## src/rtl/mmio_bus_ctrl.sv

```systemverilog
// mmio_bus_ctrl: registered, handshaked memory-mapped I/O decode between the CPU
// memory port and RAM, a bank of output registers and a bank of synchronised
// input ports carrying sticky clear-on-read change flags.
//
// Upper-half address map (offsets from 1 << (ADDR_W-1)):
//   0x00+i  out_reg i        (r/w)
//   0x40+j  synced in_port j (r)
//   0x50+j  change flag j    (r, clear on read)
// Everything else in the upper half is unmapped: reads return 0, writes vanish.

// One input port: 2-flop synchroniser, history flop and sticky change flag.
module mmio_in_lane #(
  parameter int IN_W = 8
) (
  input  logic            clk,
  input  logic            reset,
  input  logic [IN_W-1:0] pin,
  input  logic            clr,
  output logic [IN_W-1:0] synced,
  output logic            flag
);
  logic [IN_W-1:0] s1, s2, hist;

  // Synchronise, keep one cycle of history; a fresh change beats a read-clear.
  always_ff @(posedge clk) begin
    if (reset) begin
      s1   <= '0;
      s2   <= '0;
      hist <= '0;
      flag <= 1'b0;
    end else begin
      s1   <= pin;
      s2   <= s1;
      hist <= s2;
      if (s2 != hist)
        flag <= 1'b1;
      else if (clr)
        flag <= 1'b0;
    end
  end

  assign synced = s2;
endmodule

module mmio_bus_ctrl #(
  parameter int DATA_W  = 16,
  parameter int ADDR_W  = 9,
  parameter int RAM_AW  = 8,
  parameter int RAM_LAT = 1,
  parameter int NUM_OUT = 2,
  parameter int OUT_W   = 8,
  parameter int NUM_IN  = 2,
  parameter int IN_W    = 8
) (
  input  logic                     clk,
  input  logic                     reset,
  input  logic [1:0]               mem_cmd,
  input  logic [ADDR_W-1:0]        mem_addr,
  input  logic [DATA_W-1:0]        write_data,
  output logic [DATA_W-1:0]        read_data,
  output logic                     mem_ready,
  output logic [RAM_AW-1:0]        ram_addr,
  output logic [DATA_W-1:0]        ram_din,
  output logic                     ram_write,
  input  logic [DATA_W-1:0]        ram_dout,
  output logic [NUM_OUT*OUT_W-1:0] out_regs,
  input  logic [NUM_IN*IN_W-1:0]   in_ports
);

  // Parameter legality: any violation stops elaboration.
  if (RAM_LAT < 1 || RAM_LAT > 4) begin : g_bad_lat
    $error("mmio_bus_ctrl: RAM_LAT must be 1..4");
  end
  if (NUM_OUT < 1 || NUM_OUT > 16) begin : g_bad_nout
    $error("mmio_bus_ctrl: NUM_OUT must be 1..16");
  end
  if (NUM_IN < 1 || NUM_IN > 16) begin : g_bad_nin
    $error("mmio_bus_ctrl: NUM_IN must be 1..16");
  end
  if (OUT_W < 1 || OUT_W > DATA_W) begin : g_bad_outw
    $error("mmio_bus_ctrl: OUT_W must be 1..DATA_W");
  end
  if (IN_W < 1 || IN_W > DATA_W) begin : g_bad_inw
    $error("mmio_bus_ctrl: IN_W must be 1..DATA_W");
  end
  if (ADDR_W < 8 || RAM_AW < 1 || RAM_AW > ADDR_W-1) begin : g_bad_aw
    $error("mmio_bus_ctrl: need ADDR_W >= 8 and RAM_AW <= ADDR_W-1");
  end

  localparam int          OFF_W   = ADDR_W - 1;
  localparam logic [31:0] OUT_END = NUM_OUT;
  localparam logic [31:0] IN_BASE = 32'h40;
  localparam logic [31:0] IN_END  = 32'h40 + NUM_IN;
  localparam logic [31:0] FL_BASE = 32'h50;
  localparam logic [31:0] FL_END  = 32'h50 + NUM_IN;

  typedef enum logic [1:0] {IDLE, WAIT, DONE} state_t;

  // Decoded view of the CPU address; idx is the low nibble, i.e. the
  // register/port number inside whichever upper-half window hit.
  typedef struct packed {
    logic       ram;
    logic       outr;
    logic       inp;
    logic       flg;
    logic [3:0] idx;
  } dec_t;

  state_t                         state_q, state_d;
  dec_t                           dec;
  logic [31:0]                    off32;
  logic                           is_rd, is_wr;
  logic                           accept, capture;
  logic [1:0]                     cnt_q;
  logic [DATA_W-1:0]              rd_val;
  logic [NUM_OUT-1:0][OUT_W-1:0]  out_q;
  logic [NUM_IN-1:0][IN_W-1:0]    in_sync;
  logic [NUM_IN-1:0]              in_flag;
  logic [NUM_IN-1:0]              in_clr;

  assign is_rd    = (mem_cmd == 2'b10);
  assign is_wr    = (mem_cmd == 2'b11);
  assign out_regs = out_q;

  // Address decode; only ever feeds registers, never an output directly.
  always_comb begin
    off32    = 32'(mem_addr[OFF_W-1:0]);
    dec      = '0;
    dec.idx  = mem_addr[3:0];
    dec.ram  = ~mem_addr[ADDR_W-1];
    if (mem_addr[ADDR_W-1]) begin
      dec.outr = (off32 < OUT_END);
      dec.inp  = (off32 >= IN_BASE) && (off32 < IN_END);
      dec.flg  = (off32 >= FL_BASE) && (off32 < FL_END);
    end
  end

  // Register-side read mux, zero-extended; unmapped addresses fall through to 0.
  always_comb begin
    rd_val = '0;
    for (int i = 0; i < NUM_OUT; i++)
      if (dec.outr && dec.idx == 4'(i)) rd_val[OUT_W-1:0] = out_q[i];
    for (int j = 0; j < NUM_IN; j++) begin
      if (dec.inp && dec.idx == 4'(j)) rd_val[IN_W-1:0] = in_sync[j];
      if (dec.flg && dec.idx == 4'(j)) rd_val[0]        = in_flag[j];
    end
  end

  // Flag clear strobes: only an accepted read of the flag window clears.
  always_comb begin
    in_clr = '0;
    for (int j = 0; j < NUM_IN; j++)
      in_clr[j] = accept && is_rd && dec.flg && (dec.idx == 4'(j));
  end

  genvar gj;
  for (gj = 0; gj < NUM_IN; gj++) begin : g_in
    mmio_in_lane #(.IN_W(IN_W)) u_lane (
      .clk    (clk),
      .reset  (reset),
      .pin    (in_ports[gj*IN_W +: IN_W]),
      .clr    (in_clr[gj]),
      .synced (in_sync[gj]),
      .flag   (in_flag[gj])
    );
  end

  // FSM state register.
  always_ff @(posedge clk) begin
    if (reset) state_q <= IDLE;
    else       state_q <= state_d;
  end

  // Next state plus accept/capture strobes. DONE always burns one cycle so
  // mem_ready can never be asserted on two consecutive cycles.
  always_comb begin
    state_d = state_q;
    accept  = 1'b0;
    capture = 1'b0;
    unique case (state_q)
      IDLE: if (mem_cmd[1]) begin
        accept  = 1'b1;
        state_d = (is_rd && dec.ram) ? WAIT : DONE;
      end
      WAIT: if (cnt_q == 2'd0) begin
        capture = 1'b1;
        state_d = DONE;
      end
      DONE:    state_d = IDLE;
      default: state_d = IDLE;
    endcase
  end

  // Datapath. Writes and register reads complete on the accept edge. RAM
  // reads drive ram_addr from the accept edge and sample ram_dout on the
  // RAM_LAT-th following edge, so mem_ready lands RAM_LAT+1 cycles after accept.
  always_ff @(posedge clk) begin
    if (reset) begin
      mem_ready <= 1'b0;
      ram_write <= 1'b0;
      read_data <= '0;
      ram_addr  <= '0;
      ram_din   <= '0;
      out_q     <= '0;
      cnt_q     <= '0;
    end else begin
      mem_ready <= 1'b0;
      ram_write <= 1'b0;
      if (accept) begin
        if (dec.ram) begin
          ram_addr <= mem_addr[RAM_AW-1:0];
          if (is_wr) begin
            ram_din   <= write_data;
            ram_write <= 1'b1;
            mem_ready <= 1'b1;
          end else begin
            cnt_q <= 2'(RAM_LAT - 1);
          end
        end else begin
          mem_ready <= 1'b1;
          if (is_wr) begin
            for (int i = 0; i < NUM_OUT; i++)
              if (dec.outr && dec.idx == 4'(i)) out_q[i] <= write_data[OUT_W-1:0];
          end else begin
            read_data <= rd_val;
          end
        end
      end
      if (state_q == WAIT && cnt_q != 2'd0)
        cnt_q <= cnt_q - 2'd1;
      if (capture) begin
        read_data <= ram_dout;
        mem_ready <= 1'b1;
      end
    end
  end

endmodule

```

## config.mk

```make
export PLATFORM = sky130hd
export DESIGN_NAME = mmio_bus_ctrl
export DESIGN_NICKNAME = d
export VERILOG_FILES = /design/src/rtl/mmio_bus_ctrl.sv
export SDC_FILE = /design/constraint.sdc
export NUM_CORES = 1
export LEC_CHECK = 0
export ABC_AREA = 1
export CAP_MARGIN = 10
export CORE_ASPECT_RATIO = 0.9
export CORE_MARGIN = 2
export CORE_UTILIZATION = 48
export DETAILED_ROUTE_END_ITERATION = 10
export PLACE_DENSITY = 0.79
export RECOVER_POWER = 100
export SETUP_SLACK_MARGIN = 0.2
export SKIP_LAST_GASP = 1
export SLEW_MARGIN = 5
export SYNTH_ARGS = -nofsm -noshare
export SYNTH_HDL_FRONTEND = slang
export SYNTH_HIERARCHICAL = 1
export SYNTH_SLANG_ARGS = --single-unit
```

## constraint.sdc

```tcl
create_clock -name clk -period 1.6 [get_ports clk]
set_clock_uncertainty 0.05 [all_clocks]
set_input_delay 0.4 -clock clk [delete_from_list [all_inputs] [get_ports clk]]
set_output_delay 0.4 -clock clk [all_outputs]
set_load 0.03 [all_outputs]
```

==> After elaboration in Yosys (flattened, before gate mapping) <==
Index checks and enable logic that the tools add are counted.
{ "totals": {"register_bits": 112, "output_inout_bits": 58} }
{ "classes": {"addsub": 1, "magnitude_cmp": 5, "n_eq_ne": 11, "n_mux": 31, "bitwise": 2, "reduce_logical": 31} }
{ "op_table": {"columns": ["operator", "count"], "rows": [
  ["$mux W16", 4],
  ["$mux W8", 4],
  ["$ge A8 B7 Y1 const B", 2],
  ["$lt A8 B7 Y1 const B", 2],
  ["$ne A8 B8 Y1", 2],
  ["$logic_and A1 B1 Y1", 14],
  ["$mux W1", 14],
  ["$mux W2", 7],
  ["$reduce_bool A2 Y1", 6],
  ["$reduce_and A3 Y1", 3],
  ["$lt A8 B2 Y1 const B", 1],
  ["$reduce_and A4 Y1", 2],
  ["$ne A2 B1 Y1 const B", 3],
  ["$eq A2 B2 Y1 const B", 2],
  ["$eq A4 B1 Y1 const B", 1],
  ["$logic_not A2 Y1", 2],
  ["$logic_not A4 Y1", 1],
  ["$ne A2 B2 Y1 const B", 2],
  ["$pmux W2 S2", 1],
  ["$reduce_and A2 Y1", 2],
  ["$mux W3", 1],
  ["$reduce_or A3 Y1", 1],
  ["$eq A2 B1 Y1 const B", 1],
  ["$not A1 Y1", 2],
  ["$sub A2 B1 Y2 const B", 1]
]} }

==> Logic depth before layout (Yosys ltp) <==
{ "logic_depth": {"ltp_word": 14, "ltp_mapped": 12, "ltp_nobuf": 12} }

==> Modules after synthesis <==
The synthesis kept the hierarchy.
{ "by_module_without_submodules": {"columns": ["mod", "instances", "cells_per_inst", "area_per_inst_um2", "seq_area_each_um2"], "rows": [
  ["mmio_bus_ctrl", 1, 358, 2700.1, 1241.2],
  ["mmio_in_lane", 2, 112, 842.1, 500.5]
]} }

==> Worst setup path before layout <==
Ideal clock, no wire load.
{ "synth_path": {"kind": "input -> register", "startpoint": "input port mem_addr[8]", "endpoint": "register g_in[0].u_lane.flag", "setup_ns": 0.114, "arrival_time_ns": 1.296, "required_ns": 1.436, "setup_slack_ns": 0.140, "path_stages": 12, "path_buffers": 1, "path_cell_list": "buf_6 -> inv_2 -> nor2_1 -> nand3_1 -> nor3_1 -> inv_1 -> nand2_1 -> nand2_1 -> nor2_1 -> nand3_1 -> nor2_1 -> nor2_1"} }
{ "synth_via": {"elab_chain_len": 4} }
{ "synth_rtl": {"columns": ["element", "line_no", "rtl"], "rows": [
  ["start: declaration", "58", "input logic [ADDR_W-1:0] mem_addr,"],
  ["$mux W3", "131", "if (mem_addr[ADDR_W-1]) begin"],
  ["$logic_and A1 B1 Y1 (2 in series)", "153", "in_clr[j] = accept && is_rd && dec.flg && (dec.idx == 4'(j));"],
  ["named net in_clr[0]", "119", "logic [NUM_IN-1:0] in_clr;"],
  ["$reduce_bool A2 Y1 (no line)", null, null],
  ["end signal: assignment", "30", "flag <= 1'b0;"],
  ["end signal: assignment", "36", "flag <= 1'b1;"],
  ["end signal: assignment", "38", "flag <= 1'b0;"],
  ["end: declaration", "20", "output logic flag"]
]} }
The timed path passes the listed nets, and every way through them passes these cells.
A chain may end at the register's enable or synchronous reset.

==> Worst setup path in the final report <==
{ "layout_path": {"startpoint": "register state_q[1]", "endpoint": "register out_q (netlist bit out_regs[8])"} }
{ "layout_via": {"elab_chain_len": 3} }
{ "layout_rtl": {"columns": ["element", "line_no", "rtl"], "rows": [
  ["start: declaration", "109", "state_t state_q, state_d;"],
  ["start signal: assignment", "171", "else state_q <= state_d;"],
  ["$logic_not A2 Y1", "180", "unique case (state_q)"],
  ["$mux W1", "180", null],
  ["$reduce_and A4 Y1 (no line)", null, null],
  ["end signal: indexed assignment", "223", "if (dec.outr && dec.idx == 4'(i)) out_q[i] <= write_data[OUT_W-1:0];"],
  ["end: declaration", "116", "logic [NUM_OUT-1:0][OUT_W-1:0] out_q;"]
]} }
Every way passes these cells.

==> out/results.txt <==
worst-path maximum fanout: 3
leakage: 2.70 nW
critical path startpoint: state_q[1]
Seq/Total Area, Yosys: 51.1%
# nets final: 805
share of post-route cells with drive strength above 1: 30.7%
min Tclk post-route: 1.57 ns
clk_lat worst skew: 0.39 ns
via count of the first global-routing pass: 4041
proportion of total power due to net switching: 28.7%
Warnings, synthesis: 6
all-layer global routing usage: 23.9%
global-route wire length before repair: 18800 um
unique cell type count in the Yosys netlist: 31
headroom to the max-slew limit: 74.1%
die area: 9920 um^2
Layout Cell Area excl Fill: 6280 um^2
clock input transition at the sequential cells of the worst setup and hold paths: 0.11 ns
number of placement rows: 33
area added between synthesis and finish: 43.2%
GPL Wtd Cong: 0.831
nature of the critical path endpoint: flip-flop
remaining design rule violation count: 0
post-synthesis cell count: 582
CP arrival: 1.83 ns
final worst path period share: 98.1%
RSZ-0062 raised after global routing: yes
clock sinks: 112
Hold Fails Final Rpt: 0
Max-cap violations: 0
remaining antenna violation count after routing: 0
class of the tightest hold or removal check: in2reg
die height: 94.7 um
Psw: 1.55 mW
Net Count, Synth: 644
worst reg2reg setup slack: 0.03 ns
Initial Utilization: 48.7%
post-detailed-placement cell area: 5870 um^2
maximum number of pins on one net before global-route repair: 65
filler cell count: 707
number of hold buffers added after CTS: 0
number of flip-flops and latches in the synthesized netlist: 112
CTS root buffer: sky130_fd_sc_hd__clkbuf_8
worst-case reg-to-reg path depth: 9
destination of the worst register-to-register timing path: out_regs[8]
total number of vias: 4346
# diodes: 0
status: finished, final reports clean
logic gate share of total power: 15.1%
total power density per cell area: 860 nW/um^2
initial antenna violation count: 0
initial detailed-routing violation count: 287
relative contribution of the clock network to total power: 30.0%
most common cell after layout, fill and taps aside: sky130_fd_sc_hd__nor2_1
ports placed on the boundary: 119
sequential power share: 55.0%
Critical Path Source Type: flip-flop
number of H-tree levels: 3
Multi-input gate area: 1930 um^2
commonest cells after routing, fill and taps aside: sky130_fd_sc_hd__nor2_1 (104), sky130_fd_sc_hd__dfxtp_1 (98), sky130_fd_sc_hd__inv_1 (87)
number of buffers on the longest clock path: 2
worst slack after detailed placement: -0.533 ns
core region area: 9000 um^2
final core utilization: 69.8%
category of the most critical setup path: reg2reg
worst hold stages: 3
total CTS buffers: 9
GR Overflow Total: 0
number of setup violations in the final report: 0
wirelength, routed: 13100 um
final HPWL from detailed placement: 8150 um
DR vias/cell: 5.00
f_max: 637 MHz
number of input and output port buffers inserted: 118
width of the chip: 105 um
internal power: 3.85 mW
number of slew-limit violations in the final report: 0
worst setup path endpoint: out_regs[8]
final setup slack of the worst path: 0.0310 ns
DR pass1 iterations: 4
transition at the pin with the smallest max-transition slack: 0.390 ns
combined flip-flop and latch cell area: 2260 um^2
worst vdd rail ir drop: 0.612 mV
mean routed wirelength per cell: 15.1 um
critical path required time: 1.86 ns
clock tree from TritonCTS: done
launch instance of the worst register-to-register path: state_q[1]
Post-Syn Area: 4380 um^2
mean cell area of the mapped netlist: 7.53 um^2
registers in the layout (all words and copies together), names as in the netlist:
name,flops
g_in.u_lane/synced,16
ram_write,1
mem_ready,1
read_data,16
out_regs,16
cnt_q,2
ram_addr,8
g_in.u_lane/hist,16
g_in.u_lane/s1,16
ram_din,16
state_q,2
g_in.u_lane/flag,2
cell type report:
type / instances / share of cell area, %
clock buffer: 9 / 1.97
timing repair buffer: 171 / 21.1
clock inverter: 7 / 1.02
tap: 122 / 2.43
multi-input combinational: 344 / 30.7
sequential: 112 / 36.0
inverter: 105 / 6.76
synth_stat cells:
master	n	area (um^2)
sky130_fd_sc_hd__nand2_1	78	293
sky130_fd_sc_hd__clkinv_2	1	5.00
sky130_fd_sc_hd__o21ai_0	34	170
sky130_fd_sc_hd__inv_2	14	52.6
sky130_fd_sc_hd__nand3_1	9	45.0
sky130_fd_sc_hd__inv_1	90	338
sky130_fd_sc_hd__nor2_2	9	56.3
sky130_fd_sc_hd__clkbuf_1	6	22.5
sky130_fd_sc_hd__a21oi_1	41	205
sky130_fd_sc_hd__buf_6	4	45.0
sky130_fd_sc_hd__ha_1	1	12.5
sky130_fd_sc_hd__buf_4	3	22.5
sky130_fd_sc_hd__o221ai_1	5	43.8
sky130_fd_sc_hd__a21oi_2	1	8.76
sky130_fd_sc_hd__a31oi_1	4	25.0
sky130_fd_sc_hd__nand3_2	1	10.0
sky130_fd_sc_hd__xnor2_1	2	17.5
sky130_fd_sc_hd__nand4_1	4	25.0
sky130_fd_sc_hd__o22ai_1	7	43.8
sky130_fd_sc_hd__nor2_8	1	20.0
sky130_fd_sc_hd__nor3b_1	1	7.51
sky130_fd_sc_hd__o21ai_2	1	8.76
sky130_fd_sc_hd__nor2_4	4	45.0
sky130_fd_sc_hd__nor3_2	1	10.0
sky130_fd_sc_hd__buf_2	8	40.0
sky130_fd_sc_hd__o21ai_1	17	85.1
sky130_fd_sc_hd__dfxtp_1	112	2240
sky130_fd_sc_hd__nor2_1	112	420
sky130_fd_sc_hd__nor3_1	4	20.0
sky130_fd_sc_hd__nand2_2	6	37.5
sky130_fd_sc_hd__or2_2	1	6.26
worst min path at each step:
stage                    startpoint                       end  slack [ns]
3_3_place_gp   g_in[0].u_lane/s1[1]  g_in[0].u_lane/synced[1]        0.34
3_5_place_dp   g_in[1].u_lane/s1[4]  g_in[1].u_lane/synced[4]        0.35
6_report                mem_addr[2]               ram_addr[2]        0.26
2_1_floorplan  g_in[0].u_lane/s1[0]  g_in[0].u_lane/synced[0]        0.34
4_1_cts                 mem_addr[2]               ram_addr[2]        0.34
5_1_grt                 mem_addr[6]               ram_addr[6]        0.26
timing repair:
item                                    CTS  global route
pin swaps                                19            30
endpoints found under the setup margin  110            99
hold endpoints to repair                  0             0
buffers inserted                         16             6
resized for setup                       371           161
cloned                                    0             2
metal layers:
layer	share of wire, %	track usage (%)
met5	0	0
met4	3.6	9.22
met3	5.7	6.21
met2	51	42.8
met1	40	27.5
cells by family after synthesis:
group	count (synthesis)	share of synthesized area [%]
buffers and inverters	126	12.0
xor gates and xnor gates	2	0.400
adders and majority gates	1	0.285
DFF	112	51.1
AOI/OAI and AO/OA	110	13.5
and+or+nand+nor	231	22.7
critical path: stages (launching register included):
cell	delay (ns)
sky130_fd_sc_hd__dfxtp_2	0.35
sky130_fd_sc_hd__nor2_4	0.11
sky130_fd_sc_hd__nand2_2	0.07
sky130_fd_sc_hd__buf_6	0.13
sky130_fd_sc_hd__nor3_4	0.12
sky130_fd_sc_hd__inv_2	0.10
sky130_fd_sc_hd__nor2_4	0.16
sky130_fd_sc_hd__buf_4	0.15
sky130_fd_sc_hd__o21ai_2	0.08
sky130_fd_sc_hd__nor2_2	0.17
metrics by stage:
stage	std cells	total power [mW]	TNS [ns]	hold slack, ns
2_1_floorplan	582	3.38	0	0.338
3_3_place_gp	830	3.75	-17.30	0.339
3_5_place_dp	830	3.77	-19.27	0.346
4_1_cts	862	5.34	0	0.337
5_1_grt	870	5.59	-0.0565	0.260
6_report	870	5.40	0	0.263
power groups by stage:
| stage | combinational [mW] | sequential, mW | clock, mW |
|---|---|---|---|
| 2_1_floorplan | 0.265 | 3.11 | 0 |
| 3_3_place_gp | 0.734 | 3.02 | 0 |
| 3_5_place_dp | 0.748 | 3.02 | 0 |
| 4_1_cts | 0.751 | 2.95 | 1.64 |
| 5_1_grt | 0.876 | 2.98 | 1.73 |
| 6_report | 0.814 | 2.97 | 1.62 |
Power figures use the tool's default switching activity.
